<file path="config.mk">
export PLATFORM = sky130hd
export DESIGN_NAME = matrix_decompiler
export DESIGN_NICKNAME = d
export VERILOG_FILES = /design/src/rtl/matrix_decompiler.sv
export SDC_FILE = /design/constraint.sdc
export NUM_CORES = 1
export LEC_CHECK = 0
export ABC_AREA = 1
export CAP_MARGIN = 25
export CORE_MARGIN = 2
export CORE_UTILIZATION = 60
export CTS_BUF_LIST = sky130_fd_sc_hd__clkbuf_16
export DETAILED_ROUTE_END_ITERATION = 12
export GPL_ROUTABILITY_DRIVEN = 0
export PLACE_DENSITY_LB_ADDON = 0.12
export SETUP_SLACK_MARGIN = 0.2
export SLEW_MARGIN = 0
export SYNTH_ARGS = -nofsm -noshare
export SYNTH_HDL_FRONTEND = slang
export SYNTH_SLANG_ARGS = --single-unit
</file>
<file path="constraint.sdc">
create_clock -name eth_refclk -period 5.1 [get_ports eth_refclk]
set_input_delay 1.02 -clock eth_refclk [delete_from_list [all_inputs] [get_ports eth_refclk]]
set_output_delay 1.02 -clock eth_refclk [all_outputs]
set_load 0.01 [all_outputs]
</file>
<file path="src/rtl/matrix_decompiler.sv">
// Receive-side matrix deframer: delimits RMII dibit frames, validates the header,
// emits row-major tagged elements and verifies the trailing modular checksum.
module matrix_decompiler #(
  parameter int ELEMENT_WIDTH  = 8,
  parameter int MAX_ROW_SIZE_A = 32,
  parameter int MAX_COL_SIZE_A = 32,
  parameter int MAX_ROW_SIZE_B = 32,
  parameter int MAX_COL_SIZE_B = 32
) (
  input  logic                     eth_refclk,
  input  logic                     rst_n,
  input  logic                     valid_data_in,
  input  logic [1:0]               dibit,
  output logic [ELEMENT_WIDTH-1:0] matrix_element,
  output logic                     element_valid,
  output logic [7:0]               row_idx,
  output logic [7:0]               col_idx,
  output logic                     matrix_sel,
  output logic [7:0]               num_rows,
  output logic [7:0]               num_cols,
  output logic                     frame_done,
  output logic                     frame_error
);

  localparam int EW = ELEMENT_WIDTH;
  localparam int PW = (EW > 2) ? EW - 2 : 1;
  localparam logic [3:0] ELEM_LAST = 4'(EW / 2 - 1);
  localparam logic [3:0] BYTE_LAST = 4'd3;
  localparam logic [7:0] ID_A      = 8'h0A;
  localparam logic [7:0] ID_B      = 8'h0B;
  localparam logic [7:0] MAX_RA    = 8'(MAX_ROW_SIZE_A);
  localparam logic [7:0] MAX_CA    = 8'(MAX_COL_SIZE_A);
  localparam logic [7:0] MAX_RB    = 8'(MAX_ROW_SIZE_B);
  localparam logic [7:0] MAX_CB    = 8'(MAX_COL_SIZE_B);

  typedef enum logic [2:0] {
    S_IDLE   = 3'd0,
    S_PREAMB = 3'd1,
    S_HDR    = 3'd2,
    S_DATA   = 3'd3,
    S_CHK    = 3'd4,
    S_DRAIN  = 3'd5
  } state_t;

  function automatic logic [EW-1:0] csum_add(input logic [EW-1:0] acc, input logic [EW-1:0] elem);
    return acc + elem;
  endfunction

  function automatic logic hdr_bad(input logic [7:0] id, input logic [7:0] rows, input logic [7:0] cols);
    logic [7:0] max_r;
    logic [7:0] max_c;
    max_r = (id == ID_B) ? MAX_RB : MAX_RA;
    max_c = (id == ID_B) ? MAX_CB : MAX_CA;
    return ((id != ID_A) && (id != ID_B)) || (rows == 8'd0) || (cols == 8'd0) ||
           (rows > max_r) || (cols > max_c);
  endfunction

  state_t          r_state, w_state;
  logic [1:0]      r_rst_sync;
  logic [2:0]      r_pre_cnt, w_pre_cnt;
  logic [3:0]      r_dib_cnt, w_dib_cnt;
  logic [1:0]      r_hdr_cnt, w_hdr_cnt;
  logic [PW-1:0]   r_part, w_part;
  logic [5:0]      r_byte, w_byte_part;
  logic [7:0]      r_id, w_id;
  logic [7:0]      r_rows_hdr, w_rows_hdr;
  logic [7:0]      r_row, w_row;
  logic [7:0]      r_col, w_col;
  logic [EW-1:0]   r_sum, w_sum;
  logic [EW-1:0]   w_elem_out;
  logic            w_elem_vld;
  logic [7:0]      w_row_idx, w_col_idx;
  logic            w_sel;
  logic [7:0]      w_nrows, w_ncols;
  logic            w_done, w_err;
  logic [7:0]      w_byte;
  logic [EW-1:0]   w_elem;
  logic [PW-1:0]   w_part_shift;

  // Current dibit completes the LSB-first shift of a byte or element.
  assign w_byte = {dibit, r_byte};

  if (EW > 2) begin : g_wide
    assign w_elem       = {dibit, r_part};
    assign w_part_shift = w_elem[EW-1:2];
  end else begin : g_narrow
    assign w_elem       = dibit;
    assign w_part_shift = r_part;
  end

  // Reset release is synchronised; assertion stays asynchronous.
  always_ff @(posedge eth_refclk or negedge rst_n) begin
    if (!rst_n) begin
      r_rst_sync <= 2'b00;
    end else begin
      r_rst_sync <= {r_rst_sync[0], 1'b1};
    end
  end

  // FSM state register.
  always_ff @(posedge eth_refclk or negedge rst_n) begin
    if (!rst_n) begin
      r_state <= S_IDLE;
    end else begin
      r_state <= w_state;
    end
  end

  // Next-state, datapath and strobe decode.
  always_comb begin
    w_state     = r_state;
    w_pre_cnt   = r_pre_cnt;
    w_dib_cnt   = r_dib_cnt;
    w_hdr_cnt   = r_hdr_cnt;
    w_part      = r_part;
    w_byte_part = r_byte;
    w_id        = r_id;
    w_rows_hdr  = r_rows_hdr;
    w_row       = r_row;
    w_col       = r_col;
    w_sum       = r_sum;
    w_elem_out  = '0;
    w_elem_vld  = 1'b0;
    w_row_idx   = 8'd0;
    w_col_idx   = 8'd0;
    w_sel       = matrix_sel;
    w_nrows     = num_rows;
    w_ncols     = num_cols;
    w_done      = 1'b0;
    w_err       = 1'b0;

    case (r_state)
      S_IDLE: begin
        if (valid_data_in && (dibit == 2'b01)) begin
          w_state   = S_PREAMB;
          w_pre_cnt = 3'd1;
          w_dib_cnt = 4'd0;
          w_hdr_cnt = 2'd0;
          w_row     = 8'd0;
          w_col     = 8'd0;
          w_sum     = '0;
        end else begin
          w_state = S_IDLE;
        end
      end
      S_PREAMB: begin
        if (!valid_data_in) begin
          w_state = S_IDLE;
        end else if (dibit == 2'b01) begin
          w_pre_cnt = (r_pre_cnt == 3'd7) ? 3'd7 : r_pre_cnt + 3'd1;
        end else if ((dibit == 2'b11) && (r_pre_cnt >= 3'd4)) begin
          w_state = S_HDR;
        end else begin
          w_state = S_DRAIN;
        end
      end
      S_HDR: begin
        if (!valid_data_in) begin
          w_err   = 1'b1;
          w_state = S_IDLE;
        end else begin
          w_byte_part = w_byte[7:2];
          if (r_dib_cnt == BYTE_LAST) begin
            w_dib_cnt = 4'd0;
            case (r_hdr_cnt)
              2'd0: begin
                w_id      = w_byte;
                w_hdr_cnt = 2'd1;
              end
              2'd1: begin
                w_rows_hdr = w_byte;
                w_hdr_cnt  = 2'd2;
              end
              default: begin
                w_hdr_cnt = 2'd0;
                if (hdr_bad(r_id, r_rows_hdr, w_byte)) begin
                  w_err   = 1'b1;
                  w_state = S_DRAIN;
                end else begin
                  w_sel   = (r_id == ID_B);
                  w_nrows = r_rows_hdr;
                  w_ncols = w_byte;
                  w_state = S_DATA;
                end
              end
            endcase
          end else begin
            w_dib_cnt = r_dib_cnt + 4'd1;
          end
        end
      end
      S_DATA: begin
        if (!valid_data_in) begin
          w_err   = 1'b1;
          w_state = S_IDLE;
        end else begin
          w_part = w_part_shift;
          if (r_dib_cnt == ELEM_LAST) begin
            w_dib_cnt  = 4'd0;
            w_elem_out = w_elem;
            w_elem_vld = 1'b1;
            w_row_idx  = r_row;
            w_col_idx  = r_col;
            w_sum      = csum_add(r_sum, w_elem);
            if (r_col == num_cols - 8'd1) begin
              w_col = 8'd0;
              if (r_row == num_rows - 8'd1) begin
                w_state = S_CHK;
              end else begin
                w_row = r_row + 8'd1;
              end
            end else begin
              w_col = r_col + 8'd1;
            end
          end else begin
            w_dib_cnt = r_dib_cnt + 4'd1;
          end
        end
      end
      S_CHK: begin
        if (!valid_data_in) begin
          w_err   = 1'b1;
          w_state = S_IDLE;
        end else begin
          w_part = w_part_shift;
          if (r_dib_cnt == ELEM_LAST) begin
            w_dib_cnt = 4'd0;
            w_state   = S_DRAIN;
            if (w_elem == r_sum) begin
              w_done = 1'b1;
            end else begin
              w_err = 1'b1;
            end
          end else begin
            w_dib_cnt = r_dib_cnt + 4'd1;
          end
        end
      end
      S_DRAIN: begin
        if (!valid_data_in) begin
          w_state = S_IDLE;
        end else begin
          w_state = S_DRAIN;
        end
      end
      default: begin
        w_state = S_IDLE;
      end
    endcase

    // Held in reset until the release has been synchronised.
    if (!r_rst_sync[1]) begin
      w_state     = S_IDLE;
      w_pre_cnt   = 3'd0;
      w_dib_cnt   = 4'd0;
      w_hdr_cnt   = 2'd0;
      w_part      = '0;
      w_byte_part = 6'd0;
      w_id        = 8'd0;
      w_rows_hdr  = 8'd0;
      w_row       = 8'd0;
      w_col       = 8'd0;
      w_sum       = '0;
      w_elem_out  = '0;
      w_elem_vld  = 1'b0;
      w_row_idx   = 8'd0;
      w_col_idx   = 8'd0;
      w_sel       = 1'b0;
      w_nrows     = 8'd0;
      w_ncols     = 8'd0;
      w_done      = 1'b0;
      w_err       = 1'b0;
    end else begin
      w_sel = w_sel;
    end
  end

  // Datapath and registered outputs.
  always_ff @(posedge eth_refclk or negedge rst_n) begin
    if (!rst_n) begin
      r_pre_cnt      <= 3'd0;
      r_dib_cnt      <= 4'd0;
      r_hdr_cnt      <= 2'd0;
      r_part         <= '0;
      r_byte         <= 6'd0;
      r_id           <= 8'd0;
      r_rows_hdr     <= 8'd0;
      r_row          <= 8'd0;
      r_col          <= 8'd0;
      r_sum          <= '0;
      matrix_element <= '0;
      element_valid  <= 1'b0;
      row_idx        <= 8'd0;
      col_idx        <= 8'd0;
      matrix_sel     <= 1'b0;
      num_rows       <= 8'd0;
      num_cols       <= 8'd0;
      frame_done     <= 1'b0;
      frame_error    <= 1'b0;
    end else begin
      r_pre_cnt      <= w_pre_cnt;
      r_dib_cnt      <= w_dib_cnt;
      r_hdr_cnt      <= w_hdr_cnt;
      r_part         <= w_part;
      r_byte         <= w_byte_part;
      r_id           <= w_id;
      r_rows_hdr     <= w_rows_hdr;
      r_row          <= w_row;
      r_col          <= w_col;
      r_sum          <= w_sum;
      matrix_element <= w_elem_out;
      element_valid  <= w_elem_vld;
      row_idx        <= w_row_idx;
      col_idx        <= w_col_idx;
      matrix_sel     <= w_sel;
      num_rows       <= w_nrows;
      num_cols       <= w_ncols;
      frame_done     <= w_done;
      frame_error    <= w_err;
    end
  end

endmodule

</file>
Yosys cells after proc, flatten, opt, wreduce, memory -nomap -nowiden
Index checks and enable logic that the tools add are counted.
Word-level totals
  latch bits: 0
  input bits: 5
  memories: 0
  output and inout bits: 44
  memory bits (read-only): 0
  bits in writable memories: 0
  register bits after elaboration: 110
Cells by class
  add/sub/neg operators: 7
  shift operators: 0
  multipliers: 0
  bitwise gates (word level): 0
  mux-type cells: 115
  equality and inequality tests: 45
  divide/modulo/power cells: 0
  $lt $le $gt $ge: 3
  reduce and logical (&&, ||, !) cells: 25
Operators with widths (number)
  8-bit 2-to-1 mux: 47
  3-bit 2-to-1 mux: 20
  8-bit case mux with 2 select lines: 3
  6-bit 2-to-1 mux: 6
  3-bit inequality test, second input constant: 10
  4-bit inequality test, second input constant: 7
  1-bit 2-to-1 mux: 25
  8-bit == test: 3
  4-bit AND reduction: 5
  3-bit case mux with 6 select lines: 1
  8-bit by 1-bit adder with 8-bit output, second input constant: 2
  8-bit by 6-bit > comparator with 1-bit output, second input constant: 2
  8-bit logical NOT: 2
  4-bit 2-to-1 mux: 4
  8-bit by 4-bit inequality test with 1-bit output, second input constant: 2
  8-bit by 1-bit subtractor with 8-bit output, second input constant: 2
  3-bit == test, second input constant: 3
  3-bit by 1-bit inequality test with 1-bit output, second input constant: 3
  8-bit adder: 1
  8-bit by 4-bit == test with 1-bit output, second input constant: 1
  2-bit 2-to-1 mux: 4
  2-bit by 1-bit inequality test with 1-bit output, second input constant: 4
  2-bit inequality test, second input constant: 4
  2-bit case mux with 2 select lines: 2
  23 further kinds: 32

Depth between registers and ports, before layout
  depth after elaboration: 12
  depth in mapped cells: 15
  gate-level depth less buffers: 15

Least setup slack after synthesis
OpenSTA, ideal clock, no wires.
  path type: in2reg
  start point: input dibit[1]
  end point: register num_rows[5]
  cell stages on the path: 11
  buffers on the path: 1
  data required time: 4.968 ns
  arrival time: 2.114 ns
  setup slack: 2.853 ns
  cell sequence: nor2_1 -> nand2_1 -> nor2_1 -> o21ai_0 -> nor2_1 -> nand4_4 -> nand2_2 -> buf_6 -> inv_2 -> nand2_1 -> o31ai_1
Between the ends
  longest elaborated chain between the ends: 6
  elaborated cells between the ends (all ways): 7
  classes of those cells: order compare (1); eq/ne (1); reduce/logical (5)
Ends and longest elaborated chain
  start: declaration: RTL line 13  | input logic [1:0] dibit,
  parallel branches: the longest is 3 deep, another holds 8-bit by 6-bit > comparator with 1-bit output
  1-bit logical OR (*): RTL line 55  | (rows > max_r) || (cols > max_c);
  2-bit inequality test (no line) (*)
  5-bit AND reduction (no line) (*)
  end signal: assignment: RTL line 316  | num_rows <= w_nrows;
  end: declaration: RTL line 19  | output logic [7:0] num_rows,
Mark *: on every way between the ends.
A chain may end at the register's enable or synchronous reset.

Worst setup path after layout
  start point: input valid_data_in
  end point: register r_row[6]
Between the ends
  longest elaborated chain between the ends: 3
  elaborated cells between the ends (all ways): 4
  classes of those cells: eq/ne (2); reduce/logical (2)
Ends and longest elaborated chain
  start: declaration: RTL line 12  | input logic valid_data_in,
  1-bit logical AND: RTL line 134  | if (valid_data_in && (dibit == 2'b01)) begin
  3-bit inequality test (no line)
  6-bit AND reduction (no line) (*)
  end signal: assignment: RTL line 308  | r_row <= w_row;
  end: declaration: RTL line 67  | logic [7:0] r_row, w_row;
Every way passes the cells marked *; elsewhere a longest branch is shown, timed or not.

==> flow_metrics.tcl <==
set metrics [dict create \
    status "finished, final reports clean" \
    syn_nets 722 \
    wl_mm 12.9 \
    overflow 0 \
    cp_max_fo 16 \
    startpoint_type "primary input" \
    hold_path.class "register to register" \
    fp-row-count 35 \
    worst_slew_pin_slew_ns 0.607 \
    fin_worst_skew_ns 0.00594 \
    clock-root-buffer "clkbuf_16" \
    hold_slack_ns 0.364 \
    fin_crit_ns 2.99 \
    cap_violations 0 \
    crit_arrival_ns 3.21 \
    p_leak_nw 3.16 \
    synth_top_area_share_pct 47.8 \
    synth_most_common_cell "nand2_1" \
    synthTopCellsByArea "dfrtp_1, nand2_1, nor2_1" \
    firstDrtPassIters 5 \
    clk_transition_reported_paths_ns 0.07 \
    slew_viol_final 0 \
    wl_per_cell_um 14.6 \
    synth_ff_type "dfrtp_1" \
    place_worst_setup_slack_ns 1.85 \
    ir_worst_vdd_mv 0.168 \
    p_per_area_nw_per_um2 253 \
    slew_headroom_pct 59.5 \
    synth.largest_area_cell "dfrtp_1" \
    drc 0 \
    insertion_delay_ns 0.34 \
    multi_input_area_um2 2560 \
    die_area_um2 10400 \
    drive_gt1_share_pct 8.78 \
    ys_ff_latch 110 \
    postRouteAntennaNets 0 \
    synthArstFlopShare_pct 100 \
    cts_buffers 9 \
    grt_setup_unrepaired "no" \
    ys_types 47 \
    synth-edff-count 0 \
    finalNetCount 768 \
    ctsHoldBuffers 0 \
    cts.sinks 110 \
    io_pins 49 \
    end_kind "register" \
    hold_viol 0 \
    fin_crit_sh_pct 58.6 \
    nFillCells 760 \
    grt_use_total_pct 26.4 \
    die_w_um 102 \
    synth.yosys.seq_area_share_pct 47.8 \
    cts_resized 0 \
    antenna_found_initial 0 \
    avgViaCountPerCell 5.47 \
    fmax_ghz 0.334 \
    synth_area_um2 5760 \
    core_um2 9280 \
    design_area_um2 6620 \
    cts_tree "done" \
    grt_pass1_vias 4656 \
    io_buffers 48 \
    syn_avg_cell_area_um2 8.19 \
    die_h_um 102 \
    first_iter_violations 314 \
    synth.top_cells.by_count "nand2_1, dfrtp_1, nor2_1" \
    h-tree-depth 3 \
    synthCells 703 \
    grt_pass1_wl_mm 21.5 \
    postPlaceCellArea_um2 6300 \
    dpl.hpwl_mm 9.41 \
    grt_max_degree 75 \
    cts_setup_buffers 0 \
    cp.required_ns 5.32 \
    synthToLayoutAreaGrowth_pct 14.9 \
    n_antenna_cell 0 \
    layout.area.seq_um2 2750 \
    p_total_mw 1.68 \
    finalWorstSetupSlack_ns 2.11 \
    start_util_pct 62.0 \
    setup_violations 0 \
    vias 4819 \
    yosysWarnings 0 \
    fin_tns_setup_ns 0 \
    setup.worst_path.class "primary input to register" \
    cts_buffer_depth 2 \
]
==> metrics by stage <==
| step | cells | util, % |
|---|---|---|
| final | 881 | 71.3 |
| after global routing | 881 | 71.3 |
| after CTS | 880 | 71.0 |
| after detailed placement | 866 | 67.9 |
| after global placement | 866 | 67.9 |
| after floorplan | 703 | - |
==> cell usage in the layout, fill, tap and decap left out, types with 3 or more instances in the layout <==
master / Yosys / layout
xnor2_1: 4 / 4
nand2_1: 168 / 168
nand3b_1: 3 / 3
o31ai_1: 3 / 3
dfrtp_1: 110 / 110
inv_2: 11 / 11
o22ai_1: 5 / 5
nand3_1: 45 / 45
xor2_1: 16 / 16
nor2_4: 3 / 3
o21ai_0: 42 / 42
nor2_1: 88 / 88
a21oi_1: 21 / 21
nor3_1: 6 / 6
inv_6: 1 / 3
clkdlybuf4s50_1: 0 / 47
o21ai_1: 19 / 19
nor3_2: 3 / 3
clkbuf_16: 0 / 9
nand4_1: 8 / 8
nand2_2: 6 / 6
nor4_1: 3 / 3
ha_1: 13 / 13
inv_1: 75 / 75
buf_4: 2 / 3
or2_2: 4 / 4
o21ai_2: 7 / 7
==> per-layer routing <==
| metal | wire length [um] | GRT usage, % | share of wire [%] | vias up |
|---|---|---|---|---|
| met3 | 662 | 4.86 | 5.1 | 27 |
| met1 | 5810 | 35.9 | 45 | 2264 |
| met5 | 0 | 0 | 0 | - |
| li1 | - | - | - | 2363 |
| met4 | 309 | 8.41 | 2.4 | 0 |
| met2 | 6110 | 43.4 | 47 | 165 |
==> cell type report <==
type / instances / share of cell area (%)
Multi-Input combinational cell: 489 / 38.7
Sequential cell: 110 / 41.6
Clock buffer: 9 / 3.40
Inverter: 88 / 5.11
Timing Repair Buffer: 51 / 7.87
Clock inverter: 5 / 0.908
Tap cell: 129 / 2.44
==> critical path, cell delays in order <==
cell	delay, ns
clkdlybuf4s50_1	0.72
nand3_1	0.17
nand3_1	0.17
nand3_2	0.32
a21oi_4	0.32
nand2_2	0.27
nand2_1	0.16
o21ai_2	0.06
==> cell families after synthesis <==
| group | after synthesis | share of synthesized area, % |
|---|---|---|
| other cells | 1 | 0.0651 |
| xor+xnor | 20 | 3.04 |
| fa+ha+maj | 14 | 3.17 |
| flops | 110 | 47.8 |
| buf+inv | 104 | 7.76 |
| simple gates | 347 | 27.2 |
| compound gates | 107 | 11.0 |
==> report_power, final <==
| group | internal, mW | switching (mW) | leakage, nW |
|---|---|---|---|
| Sequential | 0.881 | 0.00935 | 1.52 |
| Combinational | 0.0241 | 0.0792 | 1.50 |
| Clock | 0.378 | 0.305 | 0.140 |
| Total | 1.28 | 0.393 | 3.16 |
==> state kept, by name (all words and copies together), names as in the netlist, 3 cells and up <==
register,flops
r_rows_hdr,8
r_part,6
r_pre_cnt,3
r_byte,6
r_sum,8
r_id,8
num_cols,8
row_idx,8
col_idx,8
matrix_element,8
num_rows,8
r_col,8
r_row,8
r_dib_cnt,4
r_state,3
==> worst paths after layout <==
check                                 to  cells past startpoint          start  slack [ns]
max                             r_row[6]                      8  valid_data_in        2.11
min                        r_rst_sync[1]                      0  r_rst_sync[0]        0.36
max reg2reg                     r_row[6]                      9  r_rst_sync[1]        2.46
min reg2reg                r_rst_sync[1]                      0  r_rst_sync[0]        0.36
max in group asynchronous   r_hdr_cnt[0]                      3          rst_n        3.58
min in group asynchronous    num_rows[7]                      1          rst_n        0.46
(Power assumes the default switching activity.)
